--- config.mk ---
export PLATFORM = sky130hd
export DESIGN_NAME = grid_mover
export DESIGN_NICKNAME = d
export VERILOG_FILES = /design/src/rtl/grid_mover_pkg.sv /design/src/rtl/grid_mover_step_timer.sv /design/src/rtl/grid_mover.sv
export SDC_FILE = /design/constraint.sdc
export NUM_CORES = 1
export LEC_CHECK = 0
export BUFFER_PORTS_ARGS = -buffer_cell sky130_fd_sc_hd__buf_2
export CAP_MARGIN = 40
export CORE_MARGIN = 2
export CORE_UTILIZATION = 43
export DETAILED_ROUTE_END_ITERATION = 10
export SYNTH_ARGS = -nofsm -noshare
export SYNTH_HDL_FRONTEND = slang
export SYNTH_SLANG_ARGS = --single-unit
export TNS_END_PERCENT = 100
--- constraint.sdc ---
create_clock -name clk -period 6.4 [get_ports clk]
set_input_delay 0.64 -clock clk [delete_from_list [all_inputs] [get_ports clk]]
set_output_delay 0.64 -clock clk [all_outputs]
set_load 0.02 [all_outputs]
--- src/rtl/grid_mover_pkg.sv ---
// Shared encodings for the grid mover and the blocks around it (maze, render):
// one-hot controller states, direction codes and the button priority decode.
package grid_mover_pkg;

  localparam logic [6:0] ST_INI    = 7'b0000001;
  localparam logic [6:0] ST_STILL  = 7'b0000010;
  localparam logic [6:0] ST_MOVING = 7'b0000100;
  localparam logic [6:0] ST_Q_PEND = 7'b0001000;
  localparam logic [6:0] ST_Q_CUR  = 7'b0010000;
  localparam logic [6:0] ST_WIN    = 7'b0100000;
  localparam logic [6:0] ST_LOSE   = 7'b1000000;

  localparam logic [1:0] DIR_UP    = 2'd0;
  localparam logic [1:0] DIR_DOWN  = 2'd1;
  localparam logic [1:0] DIR_LEFT  = 2'd2;
  localparam logic [1:0] DIR_RIGHT = 2'd3;

  // Bit positions inside the {up,down,left,right} button vector
  localparam int BTN_UP    = 3;
  localparam int BTN_DOWN  = 2;
  localparam int BTN_LEFT  = 1;
  localparam int BTN_RIGHT = 0;

  // Highest-priority pressed button; caller guarantees at least one bit set
  function automatic logic [1:0] btn_to_dir(input logic [3:0] b);
    if (b[BTN_UP])        return DIR_UP;
    else if (b[BTN_DOWN]) return DIR_DOWN;
    else if (b[BTN_LEFT]) return DIR_LEFT;
    else                  return DIR_RIGHT;
  endfunction

endpackage

--- src/rtl/grid_mover_step_timer.sv ---
// Movement pacing: counts 0..SPEED_DIV-1 while enabled and flags the wrap
// cycle as a tick. Disabling it parks the count at zero.
module step_timer #(
  parameter int SPEED_DIV = 4
) (
  input  logic clk,
  input  logic reset,
  input  logic en,
  output logic tick
);

  localparam int CW = (SPEED_DIV > 1) ? $clog2(SPEED_DIV) : 1;
  localparam logic [CW-1:0] LAST = CW'(SPEED_DIV - 1);

  logic [CW-1:0] cnt;

  // Free-running divider, held at zero whenever movement is not being paced
  always_ff @(posedge clk) begin
    if (reset || !en) begin
      cnt <= '0;
    end else if (cnt == LAST) begin
      cnt <= '0;
    end else begin
      cnt <= cnt + CW'(1);
    end
  end

  assign tick = en && (cnt == LAST);

endmodule

--- src/rtl/grid_mover.sv ---
// Sprite movement controller: latches the requested direction, paces moves
// with a step timer, asks the maze whether the next cell is free and updates
// the registered position. Ghost collision / score threshold end the round.
module grid_mover
  import grid_mover_pkg::*;
#(
  parameter int          X_W       = 10,
  parameter int          Y_W       = 10,
  parameter int          X_MAX     = 639,
  parameter int          Y_MAX     = 479,
  parameter int          X_INIT    = 320,
  parameter int          Y_INIT    = 240,
  parameter int          STEP      = 1,
  parameter int          SPEED_DIV = 4,
  parameter int          WRAP_X    = 1,
  parameter logic [15:0] WIN_SCORE = 16'd100
) (
  input  logic           clk,
  input  logic           reset,
  input  logic           ack,
  input  logic [3:0]     btn,
  input  logic [15:0]    score,
  input  logic           hit_ghost,
  output logic           wall_req,
  output logic [X_W-1:0] wall_x,
  output logic [Y_W-1:0] wall_y,
  input  logic           wall_vld,
  input  logic           wall_hit,
  output logic [X_W-1:0] pos_x,
  output logic [Y_W-1:0] pos_y,
  output logic [1:0]     dir,
  output logic           moving,
  output logic           step,
  output logic           win,
  output logic           lose
);

  typedef struct packed {
    logic           ok;
    logic [X_W-1:0] x;
    logic [Y_W-1:0] y;
  } cand_t;

  logic [6:0] st;
  logic       pend_vld;
  logic [1:0] pend_dir;
  logic [1:0] q_dir;
  logic       timer_en;
  logic       tick;
  cand_t      c_pend;
  cand_t      c_cur;

  // Next cell one STEP away; x may tunnel across the screen, y never does.
  // ok=0 means the move is blocked without consulting the maze.
  function automatic cand_t calc_cand(input logic [X_W-1:0] x,
                                      input logic [Y_W-1:0] y,
                                      input logic [1:0]     d);
    cand_t c;
    int    nx;
    int    ny;
    nx   = int'(x);
    ny   = int'(y);
    c.ok = 1'b1;
    case (d)
      DIR_UP:   ny = ny - STEP;
      DIR_DOWN: ny = ny + STEP;
      DIR_LEFT: nx = nx - STEP;
      default:  nx = nx + STEP;
    endcase
    if (ny < 0 || ny > Y_MAX) c.ok = 1'b0;
    if (nx < 0) begin
      if (WRAP_X != 0) nx = nx + X_MAX + 1;
      else             c.ok = 1'b0;
    end else if (nx > X_MAX) begin
      if (WRAP_X != 0) nx = nx - X_MAX - 1;
      else             c.ok = 1'b0;
    end
    c.x = X_W'(nx);
    c.y = Y_W'(ny);
    return c;
  endfunction

  assign c_pend   = calc_cand(pos_x, pos_y, pend_dir);
  assign c_cur    = calc_cand(pos_x, pos_y, dir);
  assign timer_en = (st == ST_STILL) || (st == ST_MOVING);
  assign win      = (st == ST_WIN);
  assign lose     = (st == ST_LOSE);

  step_timer #(.SPEED_DIV(SPEED_DIV)) u_timer (
    .clk   (clk),
    .reset (reset),
    .en    (timer_en),
    .tick  (tick)
  );

  // Controller: pending-direction latch, maze query handshake and position update
  always_ff @(posedge clk) begin
    if (reset) begin
      st       <= ST_INI;
      pos_x    <= X_W'(X_INIT);
      pos_y    <= Y_W'(Y_INIT);
      dir      <= DIR_UP;
      moving   <= 1'b0;
      pend_vld <= 1'b0;
      pend_dir <= DIR_UP;
      q_dir    <= DIR_UP;
      wall_req <= 1'b0;
      wall_x   <= X_W'(X_INIT);
      wall_y   <= Y_W'(Y_INIT);
      step     <= 1'b0;
    end else begin
      step <= 1'b0;
      // A fresh press always refreshes the pending request, even in the
      // cycle the previous one is consumed.
      if (btn != 4'd0) begin
        pend_vld <= 1'b1;
        pend_dir <= btn_to_dir(btn);
      end
      case (st)
        ST_INI: begin
          pos_x    <= X_W'(X_INIT);
          pos_y    <= Y_W'(Y_INIT);
          moving   <= 1'b0;
          pend_vld <= 1'b0;
          st       <= ST_STILL;
        end
        ST_STILL, ST_MOVING: begin
          if (hit_ghost) begin
            st <= ST_LOSE;
          end else if (score >= WIN_SCORE) begin
            st <= ST_WIN;
          end else if (tick) begin
            if (pend_vld && c_pend.ok) begin
              st       <= ST_Q_PEND;
              wall_req <= 1'b1;
              wall_x   <= c_pend.x;
              wall_y   <= c_pend.y;
              q_dir    <= pend_dir;
            end else if (moving && c_cur.ok) begin
              st       <= ST_Q_CUR;
              wall_req <= 1'b1;
              wall_x   <= c_cur.x;
              wall_y   <= c_cur.y;
            end else if (moving) begin
              moving <= 1'b0;
              st     <= ST_STILL;
            end
          end
        end
        ST_Q_PEND: begin
          if (hit_ghost) begin
            st       <= ST_LOSE;
            wall_req <= 1'b0;
          end else if (score >= WIN_SCORE) begin
            st       <= ST_WIN;
            wall_req <= 1'b0;
          end else if (wall_req && wall_vld) begin
            wall_req <= 1'b0;
            if (!wall_hit) begin
              pos_x    <= wall_x;
              pos_y    <= wall_y;
              dir      <= q_dir;
              moving   <= 1'b1;
              pend_vld <= |btn;
              step     <= 1'b1;
              st       <= ST_MOVING;
            end else if (moving && c_cur.ok) begin
              // Turn refused: keep going straight. The request line is
              // re-raised one cycle later by Q_CUR.
              st     <= ST_Q_CUR;
              wall_x <= c_cur.x;
              wall_y <= c_cur.y;
            end else begin
              moving <= 1'b0;
              st     <= ST_STILL;
            end
          end
        end
        ST_Q_CUR: begin
          if (hit_ghost) begin
            st       <= ST_LOSE;
            wall_req <= 1'b0;
          end else if (score >= WIN_SCORE) begin
            st       <= ST_WIN;
            wall_req <= 1'b0;
          end else if (!wall_req) begin
            wall_req <= 1'b1;
          end else if (wall_vld) begin
            wall_req <= 1'b0;
            if (!wall_hit) begin
              pos_x <= wall_x;
              pos_y <= wall_y;
              step  <= 1'b1;
              st    <= ST_MOVING;
            end else begin
              moving <= 1'b0;
              st     <= ST_STILL;
            end
          end
        end
        ST_WIN, ST_LOSE: begin
          if (ack) st <= ST_INI;
        end
        default: st <= ST_INI;
      endcase
    end
  end

endmodule

==> results of run 1 <==
cell type report:
| cell class | count | area share |
|---|---|---|
| Sequential cell | 59 | 0.239 |
| Timing Repair Buffer | 78 | 0.0846 |
| Clock buffer | 12 | 0.0294 |
| Multi-Input combinational cell | 442 | 0.588 |
| Tap cell | 133 | 0.0337 |
| Clock inverter | 4 | 0.0101 |
| Inverter | 20 | 0.0152 |
power by group through the flow:
stage,combinational [mW],sequential (mW),clock [mW]
2_1_floorplan,0.0727,0.386,0
3_3_place_gp,0.104,0.385,0
3_5_place_dp,0.108,0.386,0
4_1_cts,0.108,0.377,0.352
5_1_grt,0.122,0.378,0.371
6_report,0.109,0.377,0.348
sequential cells by signal, summed over array words and instances (netlist names):
register	flops
dir	2
step	1
wall_y	10
u_timer.cnt	2
moving	1
st	7
wall_x	10
pend_dir	2
pend_vld	1
q_dir	2
pos_x	10
pos_y	10
wall_req	1
routing by layer:
layer | vias to the layer above | global-route usage | share of wire
li1 | 2168 | - | -
met2 | 134 | 0.372 | 0.46
met3 | 14 | 0.0462 | 0.058
met5 | - | 0 | 0
met1 | 2119 | 0.336 | 0.47
met4 | 0 | 0.0714 | 0.014
Yosys cell counts, types with 5 or more instances:
| library cell | instances | share of area |
|---|---|---|
| dfxtp_1 | 59 | 0.27 |
| nor2_1 | 55 | 0.047 |
| nand2_1 | 50 | 0.043 |
| a21oi_1 | 32 | 0.037 |
| clkbuf_1 | 28 | 0.024 |
| nor3_1 | 28 | 0.032 |
| mux2i_1 | 26 | 0.060 |
| o21ai_0 | 22 | 0.025 |
| xnor2_1 | 20 | 0.040 |
| inv_1 | 18 | 0.016 |
| nand4_1 | 12 | 0.017 |
| xor2_1 | 12 | 0.024 |
| buf_2 | 10 | 0.012 |
| ha_1 | 9 | 0.026 |
| nand3_1 | 9 | 0.010 |
| or4_1 | 9 | 0.016 |
| a31oi_1 | 8 | 0.012 |
| and3_1 | 8 | 0.012 |
| nand2b_1 | 8 | 0.012 |
| nor4_1 | 8 | 0.012 |
| o21ai_1 | 8 | 0.0092 |
| o22ai_1 | 8 | 0.012 |
| or3_1 | 7 | 0.010 |
| a211oi_1 | 6 | 0.010 |
| a221o_1 | 5 | 0.012 |
| nor3b_1 | 5 | 0.0086 |
| or2_2 | 5 | 0.0072 |
logic make-up (layout without fill, tap and decap cells):
kind of cell | Yosys count | in the layout | share of synthesized area
AND/OR/NAND/NOR | 233 | 233 | 0.283
AO/OA/AOI/OAI | 142 | 142 | 0.234
buffers and inverters | 63 | 114 | 0.0616
flip-flops | 59 | 59 | 0.272
XOR/XNOR | 32 | 32 | 0.0644
multiplexers | 26 | 26 | 0.0598
adder cells (fa/ha/maj) | 9 | 9 | 0.0259
worst max-delay path: stages (launching register included):
cell      delay (ns)
dfxtp_1         0.65
ha_1            0.35
nand3b_1        0.17
or4_1           0.49
o21ai_1         0.12
a32oi_1         0.18
o21a_2          0.36
nor3_2          0.66
a221oi_1        0.25
o21a_1          0.16
layout by cell type, fill, tap and decap left out, types with 4 or more instances in the layout:
cell	instances
nor2_1	55
clkbuf_8	10
nand2_1	50
nor3_1	28
a31oi_1	8
dfxtp_1	59
nand2b_1	8
and3_1	8
inv_1	18
a211oi_1	6
o221a_2	4
ha_1	9
and4_1	4
a221o_1	5
or4_1	9
o21ai_1	7
xor2_1	12
o22ai_1	8
o21ai_0	22
nor2b_1	4
or2_2	5
buf_2	70
or3_1	7
nand3_1	9
a21o_1	4
o32a_1	4
xnor2_1	20
nand4_1	12
mux2i_1	26
a21oi_1	32
buf_4	6
nor3b_1	5
nor4_1	8
final timing paths:
kind	end	cells after the start	slack, ns
setup / recovery	wall_x[2]	9	2.89
hold / removal	u_timer.cnt[0]	1	0.44
setup reg to reg	wall_x[2]	9	2.89
hold reg to reg	u_timer.cnt[0]	1	0.44
through the flow:
stage	total power [mW]	utilization	std cells	instance area, µm²
finish	0.834	0.505	748	4940
global route	0.870	0.505	748	4940
CTS	0.837	0.505	748	4940
detailed placement	0.493	0.485	732	4740
global placement	0.489	0.483	730	4720
floorplan	0.458	-	564	4350
==> qor.yml, run 1 <==
floorplan:
  io_pins: 73
  start_util: 0.445
  die_h_um: 105
  die_w_um: 105
  core_um2: 9770
  rows: 36
  die-area_um2: 10900
yosys:
  seq_area_frac_synth: 0.272
  yosysWarnings: 0
  synth_cell_types: 76
  synthArstFlopShare: 0
  synth_edf_count: 0
  synth-main-ff-cell: "dfxtp_1"
  avgSynthCellArea_um2: 7.71
  synth_cells: 564
  synth-seq-cells: 59
  synth_nets: 599
  syn_area_um2: 4350
worst_setup_path:
  cp.arrival_ns: 3.76
  crit_path_end_kind: "flip-flop"
  startpoint: "pos_y[1]"
  critical_path_class: "reg -> reg"
  worstSetupStartpointType: "flip-flop"
  required_ns: 6.65
  path_max_fanout: 14
  timing.rr.start: "pos_y[1]"
flow_run:
  drv_cap: 0
layout:
  drive_gt1_frac: 0.190
  diodes: 0
  regArea_um2: 1180
  multiInputGateArea_um2: 2900
  fin_nets: 645
  nFillCells: 969
  syn_to_final_growth_pct: 13.6
pwr:
  intPower_mw: 0.600
  irDropWorstVdd_mv: 0.112
  leakagePower_nw: 2.04
  clkPwrFrac: 0.417
  switching_share: 0.281
  seqPwrFrac: 0.452
  power.density_nw_per_um2: 169
  p_sw_mw: 0.234
  p_comb_frac: 0.131
drt:
  drt_first_pass_iters: 5
  via_count: 4435
  first_iter_violations: 280
  avgRoutedWirePerCell_um: 17.2
  via_per_inst: 5.93
  drc: 0
  drtAntennaViolNets: 0
  wl_um: 12900
grt:
  grt_overflow: 0
  grt_pass1_vias: 4126
  grt_pass1_wl_um: 21300
  grtUsageTotal: 0.239
  antenna_found_initial: 0
  grt_max_degree: 34
cts:
  path_clk_slew_ns: 0.07
  holdBufCountCts: 0
  cts.htree.levels: 3
  insertion_delay_ns: 0.35
  cts_inserted_buffers: 9
  tritoncts: "yes"
  cts_setup_buffers: 0
  cts.path.max_buffers: 2
  cts_resized: 0
  cts.sinks: 59
  root_buffer: "clkbuf_8"
timing:
  fin_crit_sh: 0.548
  report.final.slew_viol_count: 0
  rsz0062_at_grt: "false"
  skew_ns: 0.00832
  relSlewSlack: 0.431
  period_minus_slack_ns: 3.51
  hold_ws_ns: 0.442
  layout_setup_ws_ns: 2.89
  hold_viol: 0
  setup_viol: 0
  tns_ns: 0
  tightest_slew_ns: 0.854
  fmax_mhz: 285
place:
  gp_congestion: 0.871
  portBuffers: 70
  place_ws_ns: 3.00
  hpwlAfterDp_um: 9080
min_path:
  min_from: "u_timer.cnt[0]"
  hp-class: "reg -> reg"
status:
  status: "finished, final reports clean"
No activity file was read; power rests on OpenSTA's default activity.
==> run 2: changes to the inputs <==
- PLACE_DENSITY: default -> 0.66
- clock period: 6.4 -> 3.2 ns (I/O delays scaled with it)
==> run 2 against run 1 <==
Setup slack worse by 2.7 ns. Sequential share of layout area shrank 1.1 points. Power up 110%. Die area unchanged. Sequential power up 100%. Wire length grew 3.8%. Register-to-register slack got worse by 2.7 ns. Clock power rose by 130%.
==> qor.yml, run 2 (synthesis results as in run 1) <==
status:
  status: "finished, final reports clean"
layout:
  fin_util: 0.530  # +0.0248
  final_common_cell: "buf_2"
  final_cell_mix: "70 x buf_2, 59 x dfxtp_1, 55 x nor2_1"
  fin_nets: 673  # +4.3%
  layout.cells.non_filler: 776  # +3.7%
  syn_to_final_growth_pct: 19.2
  drive_gt1_frac: 0.227  # +0.0368
  diodes: 0  # unchanged
drt:
  via_per_inst: 5.91  # -0.28%
  via_count: 4588  # +3.4%
  first_iter_violations: 302  # +7.9%
  drtAntennaViolNets: 0  # unchanged
  avgRoutedWirePerCell_um: 17.3  # about the same
  drc: 0  # unchanged
  drt_first_pass_iters: 5  # unchanged
  wl_um: 13400  # +3.8%
grt:
  grt_overflow: 0  # unchanged
  grt_max_degree: 34  # unchanged
  grt_pass1_vias: 4137  # +0.27%
  antenna_found_initial: 0  # unchanged
  grt_pass1_wl_um: 21000  # -1.3%
  grtUsageTotal: 0.236  # -0.00283
worst_setup_path:
  r2r-end: "wall_x[3]"
  worstSetupStartpointType: "flip-flop"
  crit_path_end_kind: "flip-flop"
  max_stage_delay_ns: 0.50  # -0.16 ns
  critical_path_class: "reg -> reg"
  cp.arrival_ns: 3.35  # -0.41 ns
  crit_chain: "ha_1 -> nand3b_1 -> or4_1 -> o21ai_1 -> a32oi_1 -> o21ai_2 -> nor2_2 -> a221oi_1 -> o21a_1"
  required_ns: 3.50  # -3.15 ns
  r2r_slack_ns: 0.14  # -2.75 ns
  reg2reg_depth: 9  # unchanged
  timing.rr.start: "pos_y[1]"
  path_max_fanout: 9  # -5
  cp_slowest_cell: "or4_1"
min_path:
  min_from: "btn[2]"
  min_to: "pend_dir[1]"
  hold_path_depth: 2  # +1
  hp-class: "in -> reg"
timing:
  fin_crit_sh: 0.955  # +0.407
  hold_ws_ns: 0.167  # -0.275 ns
  tightest_slew_ns: 0.718  # -0.136 ns
  hold_viol: 0  # unchanged
  relSlewSlack: 0.520  # +0.0890
  report.final.slew_viol_count: 0  # unchanged
  rsz0062_at_grt: "true"
  fmax_mhz: 327  # +15%
  period_minus_slack_ns: 3.06  # -0.452 ns
  skew_ns: 0.00763  # -0.000690 ns
  setup_viol: 0  # unchanged
floorplan:
  die-area_um2: 10900  # unchanged
  rows: 36  # unchanged
  die_w_um: 105  # unchanged
  start_util: 0.445  # unchanged
  die_h_um: 105  # unchanged
  core_um2: 9770  # unchanged
  io_pins: 73  # unchanged
pwr:
  power.density_nw_per_um2: 344  # +100%
  irDropWorstVdd_mv: 0.220  # +97%
  leakagePower_nw: 2.20  # +7.8%
  finalPower_mw: 1.79  # +110%
cts:
  path_clk_slew_ns: 0.07  # about the same
  cts.path.max_buffers: 2  # unchanged
  cts.sinks: 59  # unchanged
  cts_inserted_buffers: 9  # unchanged
  insertion_delay_ns: 0.35  # about the same
  tritoncts: "yes"
  root_buffer: "clkbuf_8"
  cts.htree.levels: 3  # unchanged
place:
  dp_cells: 760  # +3.8%
  portBuffers: 70  # unchanged
  hpwlAfterDp_um: 9720  # +7.0%
  gp_congestion: 0.948  # +8.9%
flow_run:
  drv_cap: 0  # unchanged
## run 2: cell count changes in the layout (fill, tap and decap cells not counted), sizes merged
cell,delta
clkinvlp,-1
bufinv,+1
buf,+28
## run 2: per-stage QoR
| step | setup WS [ns] | TNS [ns] | instance area (µm²) |
|---|---|---|---|
| after floorplan | 0.393 | 0 | 4350 |
| after global placement | 0.276 | 0 | 4950 |
| after detailed placement | 0.193 | 0 | 4950 |
| after CTS | 0.170 | 0 | 5170 |
| after global routing | -0.0186 | -0.0287 | 5180 |
| final | 0.143 | 0 | 5180 |
## run 2: worst max-delay path, delay by kind of cell, from the launching register on
| kind | cells | cell delay, ns |
|---|---|---|
| AOI/OAI and AO/OA | 5 | 1.33 |
| adders and majority gates | 1 | 0.31 |
| DFF | 1 | 0.46 |
| and+or+nand+nor | 3 | 0.90 |
## run 2: worst max path at each step
stage	startpoint	endpoint	slack [ns]	cells past startpoint
CTS	pos_y[2]	wall_y[5]	0.17	9
detailed placement	pos_y[2]	wall_y[5]	0.19	9
global route	pos_y[1]	wall_x[2]	-0.02	10
finish	pos_y[1]	wall_x[3]	0.14	9
floorplan	pos_y[0]	wall_x[6]	0.39	12
global placement	pos_y[2]	wall_x[6]	0.28	9
## run 2: per-layer routing
metal  up-vias  GRT usage  wire, µm
met1      2172      0.328      6150
met4         0     0.0686       228
li1       2228          -         -
met5         -          0         0
met3        20     0.0449       888
met2       168      0.373      6120
## run 2: power breakdown
| part | internal [mW] | switching (mW) |
|---|---|---|
| combinational | 0.0861 | 0.141 |
| sequential | 0.745 | 0.0116 |
| clock | 0.480 | 0.321 |
## run 2: cell type report
cell class / instances / area [µm²]
fillers: 974 / 4590
multi-input cells: 442 / 2910
flip-flops and latches: 59 / 1180
repair buffers: 106 / 621
well taps: 133 / 166
clock buffers: 12 / 155
inverters: 20 / 75.1
clock inverters: 4 / 72.6
## run 2: timing repair
item	CTS	global route
hold buffers	0	0
buffers inserted	0	0
setup endpoints to repair	0	4
resized for setup	0	1
